===== src/rtl/byte_bus_pkg.sv =====
// byte_bus_pkg
//   Shared definitions for the 4-requester byte bus arbiter: requester count,
//   byte width, FSM state encoding and the round-robin search helper.
package byte_bus_pkg;

  localparam int N_REQ  = 4;
  localparam int BYTE_W = 8;
  localparam int IDX_W  = 2;
  localparam int HOLD_W = 4;

  localparam logic [HOLD_W-1:0] HOLD_ONE = HOLD_W'(1);

  typedef enum logic {
    ST_IDLE = 1'b0,
    ST_BUSY = 1'b1
  } state_e;

  typedef struct packed {
    logic             found;
    logic [IDX_W-1:0] idx;
  } rr_pick_t;

  // First set bit of vec at or after start, wrapping 3->0. The loop walks
  // from the farthest position to the nearest so the nearest one wins.
  function automatic rr_pick_t rr_pick(input logic [N_REQ-1:0] vec,
                                       input logic [IDX_W-1:0] start);
    rr_pick_t         res;
    logic [IDX_W-1:0] idx;
    res.found = 1'b0;
    res.idx   = start;
    for (int k = N_REQ - 1; k >= 0; k--) begin
      idx = start + k[IDX_W-1:0];
      if (vec[idx]) begin
        res.found = 1'b1;
        res.idx   = idx;
      end
    end
    return res;
  endfunction

  function automatic logic [N_REQ-1:0] idx_to_onehot(input logic [IDX_W-1:0] idx);
    logic [N_REQ-1:0] oh;
    oh      = '0;
    oh[idx] = 1'b1;
    return oh;
  endfunction

endpackage


===== src/rtl/byte_bus_mux.sv =====
// byte_bus_mux
//   4:1 byte select driven by the arbiter's owner index, forced to zero when
//   no grant is active so an idle bus always reads 8'h00.
// Ports:
//   i_valid      : bus has an active grant
//   i_sel        : owner index selecting one of the four bytes
//   i_d0..i_d3   : requester data bytes
//   o_data       : selected byte, or 8'h00 when i_valid is low
module byte_bus_mux
  import byte_bus_pkg::*;
(
  input  logic              i_valid,
  input  logic [IDX_W-1:0]  i_sel,
  input  logic [BYTE_W-1:0] i_d0,
  input  logic [BYTE_W-1:0] i_d1,
  input  logic [BYTE_W-1:0] i_d2,
  input  logic [BYTE_W-1:0] i_d3,
  output logic [BYTE_W-1:0] o_data
);

  always_comb begin
    o_data = '0;
    if (i_valid) begin
      case (i_sel)
        2'd0:    o_data = i_d0;
        2'd1:    o_data = i_d1;
        2'd2:    o_data = i_d2;
        default: o_data = i_d3;
      endcase
    end
  end

endmodule


===== src/rtl/byte_bus_arbiter.sv =====
// byte_bus_arbiter
//   Round-robin arbiter for four requesters sharing one byte bus. A holder
//   keeps the bus while it requests, but is forced to rotate after MAX_HOLD
//   consecutive cycles if anyone else is waiting.
//
//   Handshake: req[i] is a level request sampled only at the rising edge of
//   clk; the registered grant appears one cycle later. A requester owns the
//   bus for every cycle grant[i] is high, and releases it by dropping req[i]
//   (the next owner is granted on that same edge, with no idle bubble).
//
// Ports:
//   clk, reset      : clock, synchronous active-high reset
//   req[3:0]        : per-requester bus request
//   in0..in3        : requester data bytes
//   grant[3:0]      : registered one-hot (or zero) grant
//   owner[1:0]      : index of current or last grantee
//   bus_valid       : grant is nonzero
//   out[7:0]        : shared bus byte, in[owner] or 8'h00 when idle
//   dbg_state       : FSM state (IDLE/BUSY)
//   dbg_hold_cnt    : consecutive-grant counter of the current owner
module byte_bus_arbiter
  import byte_bus_pkg::*;
#(
  parameter int unsigned MAX_HOLD = 4
) (
  input  logic              clk,
  input  logic              reset,
  input  logic [N_REQ-1:0]  req,
  input  logic [BYTE_W-1:0] in0,
  input  logic [BYTE_W-1:0] in1,
  input  logic [BYTE_W-1:0] in2,
  input  logic [BYTE_W-1:0] in3,
  output logic [N_REQ-1:0]  grant,
  output logic [IDX_W-1:0]  owner,
  output logic              bus_valid,
  output logic [BYTE_W-1:0] out,
  output state_e            dbg_state,
  output logic [HOLD_W-1:0] dbg_hold_cnt
);

  localparam logic [HOLD_W-1:0] C_MAX_HOLD = MAX_HOLD[HOLD_W-1:0];

  state_e            r_state;
  logic [N_REQ-1:0]  r_grant;
  logic [IDX_W-1:0]  r_owner;
  logic [IDX_W-1:0]  r_ptr;
  logic [HOLD_W-1:0] r_hold_cnt;

  state_e            w_state_nx;
  logic [N_REQ-1:0]  w_grant_nx;
  logic [IDX_W-1:0]  w_owner_nx;
  logic [IDX_W-1:0]  w_ptr_nx;
  logic [HOLD_W-1:0] w_hold_nx;

  rr_pick_t          w_pick_any;
  rr_pick_t          w_pick_other;
  logic              w_owner_req;

  assign w_pick_any   = rr_pick(req, r_ptr);
  // While busy r_grant is the owner's one-hot bit, so masking with it leaves
  // only the competing requesters for a forced rotation.
  assign w_pick_other = rr_pick(req & ~r_grant, r_ptr);
  assign w_owner_req  = req[r_owner];

  always_ff @(posedge clk) begin
    if (reset) begin
      r_state    <= ST_IDLE;
      r_grant    <= '0;
      r_owner    <= '0;
      r_ptr      <= '0;
      r_hold_cnt <= '0;
    end else begin
      r_state    <= w_state_nx;
      r_grant    <= w_grant_nx;
      r_owner    <= w_owner_nx;
      r_ptr      <= w_ptr_nx;
      r_hold_cnt <= w_hold_nx;
    end
  end

  always_comb begin
    w_state_nx = r_state;
    w_grant_nx = r_grant;
    w_owner_nx = r_owner;
    w_ptr_nx   = r_ptr;
    w_hold_nx  = r_hold_cnt;
    case (r_state)
      ST_IDLE: begin
        if (w_pick_any.found) begin
          w_state_nx = ST_BUSY;
          w_grant_nx = idx_to_onehot(w_pick_any.idx);
          w_owner_nx = w_pick_any.idx;
          w_ptr_nx   = w_pick_any.idx + 2'd1;
          w_hold_nx  = HOLD_ONE;
        end
      end
      ST_BUSY: begin
        if (!w_owner_req) begin
          // Owner released: hand over on this edge, or fall idle. owner keeps
          // the last grantee so it still names who held the bus.
          if (w_pick_any.found) begin
            w_grant_nx = idx_to_onehot(w_pick_any.idx);
            w_owner_nx = w_pick_any.idx;
            w_ptr_nx   = w_pick_any.idx + 2'd1;
            w_hold_nx  = HOLD_ONE;
          end else begin
            w_state_nx = ST_IDLE;
            w_grant_nx = '0;
            w_hold_nx  = '0;
          end
        end else if (r_hold_cnt < C_MAX_HOLD) begin
          w_hold_nx = r_hold_cnt + HOLD_ONE;
        end else if (w_pick_other.found) begin
          w_grant_nx = idx_to_onehot(w_pick_other.idx);
          w_owner_nx = w_pick_other.idx;
          w_ptr_nx   = w_pick_other.idx + 2'd1;
          w_hold_nx  = HOLD_ONE;
        end else begin
          // Sole requester past its budget: keep the bus, counter saturates.
          w_hold_nx = C_MAX_HOLD;
        end
      end
      default: begin
        w_state_nx = ST_IDLE;
        w_grant_nx = '0;
        w_hold_nx  = '0;
      end
    endcase
  end

  assign grant        = r_grant;
  assign owner        = r_owner;
  assign bus_valid    = |r_grant;
  assign dbg_state    = r_state;
  assign dbg_hold_cnt = r_hold_cnt;

  byte_bus_mux u_mux (
    .i_valid (bus_valid),
    .i_sel   (r_owner),
    .i_d0    (in0),
    .i_d1    (in1),
    .i_d2    (in2),
    .i_d3    (in3),
    .o_data  (out)
  );

endmodule


===== config.mk =====
export PLATFORM = sky130hd
export DESIGN_NAME = byte_bus_arbiter
export DESIGN_NICKNAME = d
export VERILOG_FILES = /design/src/rtl/byte_bus_pkg.sv /design/src/rtl/byte_bus_mux.sv /design/src/rtl/byte_bus_arbiter.sv
export SDC_FILE = /design/constraint.sdc
export NUM_CORES = 1
export LEC_CHECK = 0
export BUFFER_PORTS_ARGS = -buffer_cell sky130_fd_sc_hd__buf_2
export CAP_MARGIN = 40
export CORE_MARGIN = 1.5
export CORE_UTILIZATION = 30
export CTS_CLUSTER_SIZE = 25
export DETAILED_ROUTE_END_ITERATION = 10
export PLACE_DENSITY_LB_ADDON = 0.15
export REMOVE_ABC_BUFFERS = 1
export SYNTH_ARGS = -nofsm -noshare
export SYNTH_HDL_FRONTEND = slang
export SYNTH_SLANG_ARGS = --single-unit

===== constraint.sdc =====
create_clock -name clk -period 2.8 [get_ports clk]
set_input_delay 0.28 -clock clk [delete_from_list [all_inputs] [get_ports clk]]
set_output_delay 0.28 -clock clk [all_outputs]
set_load 0.02 [all_outputs]

==> flow_summary.toml <==
[synthesis]
ys_ff_latch = 13
ys_warn_count = 0
yosysMostFrequentCell = "dfxtp_1"
yosysUniqueCellTypes = 53
async_reset_ff_share_pct = 0
yosys-top-cells-area = "dfxtp_1 (20%), mux4_2 (16%), nor2b_1 (5.8%)"
syn_area_sq_um = 1295
synth_area_per_cell_sq_um = 8.931
synth-edff-count = 0
yosysSeqAreaShare_pct = 20.10
synth_flop_cell = "dfxtp_1"
yosys-top-cells-count = "dfxtp_1 (13), nor2_1 (12), nor2b_1 (12)"
yosys.area.top_type = "dfxtp_1"
synth_top_area_share_pct = 20.10
syn_inst = 145

[cts]
cts_root_buf = "clkbuf_8"
cts_tree = "yes"
htree_levels = 1
clkSinkCount = 13
cts_inserted_buffers = 3
clk_latency_ns = 0.24
cts_resized = 0
cts_hold_buf = 0
cts.path.max_buffers = 2
clkTransAtPathRegs_ns = 0.06
postCtsSetupBuffers = 0

[detailed_routing]
antenna_left = 0
drt_iter0_drc = 149
first_pass_iters = 4
vias = 1321
wl_per_cell_um = 15.17
drc = 0
vias_per_cell = 5.370
drt_wl_total_um = 3732

[timing]
finalCriticalPeriod_ns = 2.208
finalClockSkew_ns = 0.001810
rsz0062_at_grt = "false"
fin_hold_ws_ns = 0.3771
worst_slack_ns = 0.5920
finalSetupTns_ns = 0
tightest_slew_ns = 0.7367
hold_viol_final = 0
drv_slew = 0
setup_violations = 0
relSlewSlack_pct = 50.82
period_share_pct = 78.86
fmax_ghz = 0.4529

[placement]
io_buffers = 57
dp_hpwl_um = 2871
gp_congestion = 0.9097
pre_cts_ws_ns = 0.6346
place_area_sq_um = 1578
dp_cells = 242

[global_routing]
first_global_vias = 1330
grt_use_total_pct = 17.46
grt_max_degree = 17
antenna_found_initial = 0
grt_pass1_wl_um = 6216
grt-ovfl-total = 0

[pwr]
leakage_nw = 0.6904
p_per_area_nw_per_um2 = 658.7
ir_drop_uv = 256.0

[worst_setup_path]
crit_chain = "mux4_2 > nor2b_1 > buf_2"
critPathLaunchType = "flip-flop"
critical_path_arrival_ns = 1.93
critical-path-max-stage-delay_ns = 0.80
slowest_stage = "dfxtp_1"
worstPathRequired_ns = 2.52
critical_path.max_fanout = 16
crit_type = "reg2out"
worstSetupEndpointType = "primary output"

[die]
die_w_um = 68.70
die_area_sq_um = 4720
start_util_pct = 31.69
io_pins = 58
die_h_um = 68.70
fp.coreArea_sq_um = 4086
rows = 23

[status]
status = "completed"

[layout]
num-fill-cells = 412
antenna_cells = 0
area_growth_pct = 25.31
fin_cells = 246
fin_nets = 238
fin_area_sq_um = 1623
drive_above_1_share_pct = 42.35

[min_path]
min_path_type = "in2reg"

[flow_run]
drv_cap = 0
power by group:
group	internal [mW]	switching (mW)
Clock	0.101	0.0667
Sequential	0.217	0.0759
Combinational	0.274	0.335
cells in the final DEF, fill, tap and decap left out, drive strengths merged, types with 2 or more instances in the layout:
cell type / count
ha: 3
inv: 4
and2b: 2
nor3: 8
a31oi: 2
dfxtp: 13
nand2: 10
nor2: 13
nor2b: 14
nor3b: 2
buf: 59
nand3: 2
o21ai: 6
clkbuf: 4
nor4: 2
nand3b: 2
a21oi: 6
nand2b: 4
a311oi: 3
a211oi: 4
mux4: 9
o41ai: 2
o221ai: 2
logic make-up (layout without fill, tap and decap cells):
logic type | count (synthesis) | in the layout | share of synthesized area (%)
AOI/OAI and AO/OA | 38 | 38 | 24.64
adders and majority gates | 3 | 3 | 2.899
buffers and inverters | 16 | 67 | 7.342
DFF | 13 | 13 | 20.10
muxes | 10 | 10 | 16.42
and+or+nand+nor | 65 | 65 | 28.60
area by class of cell:
type	count	area [sq um]	area share, %
well taps	50	62.56	3.855
multi-input cells	116	939.7	57.90
repair buffers	59	300.3	18.50
flip-flops and latches	13	260.3	16.04
clock buffers	4	45.04	2.776
inverters	4	15.01	0.9252
critical path, delay by kind of cell, from the launching register on:
kind / cells / cell delay [ns]
and+or+nand+nor: 1 / 0.14
DFF: 1 / 0.80
buffers and inverters: 1 / 0.15
muxes: 1 / 0.59
worst paths after layout:
path | startpoint | end | slack [ns] | depth (start not counted)
max reg2reg | owner[1]$_SDFFE_PP0P_ | grant[0]$_SDFFE_PP0P_ | 0.71 | 5
max | owner[0]$_SDFFE_PP0P_ | out[3] | 0.59 | 3
min reg2reg | dbg_hold_cnt[2]$_SDFFE_PP0P_ | dbg_hold_cnt[2]$_SDFFE_PP0P_ | 0.49 | 2
min | reset | dbg_hold_cnt[1]$_SDFFE_PP0P_ | 0.38 | 2
metrics by stage:
step           util [%]  power [mW]
3_3_place_gp      38.61      0.8979
5_1_grt           39.71       1.155
4_1_cts           39.71       1.079
2_1_floorplan         -      0.7016
6_report          39.71       1.069
3_5_place_dp      38.61      0.9072
routing by layer:
layer	routed length, um	part of all wire [%]	GRT usage (%)	vias to the layer above
li1	-	-	-	656
met1	1721	46	24.05	626
met2	1804	48	27.04	29
met3	118	3.2	2.435	10
met4	87	2.3	7.843	0
met5	0	0	0	-
registers in the layout (all words and copies together) (netlist names):
| name | flops |
|---|---|
| dbg_state | 1 |
| dbg_hold_cnt | 4 |
| r_ptr | 2 |
| grant | 4 |
| owner | 2 |
Note: power is estimated with default switching activity, not from simulation.
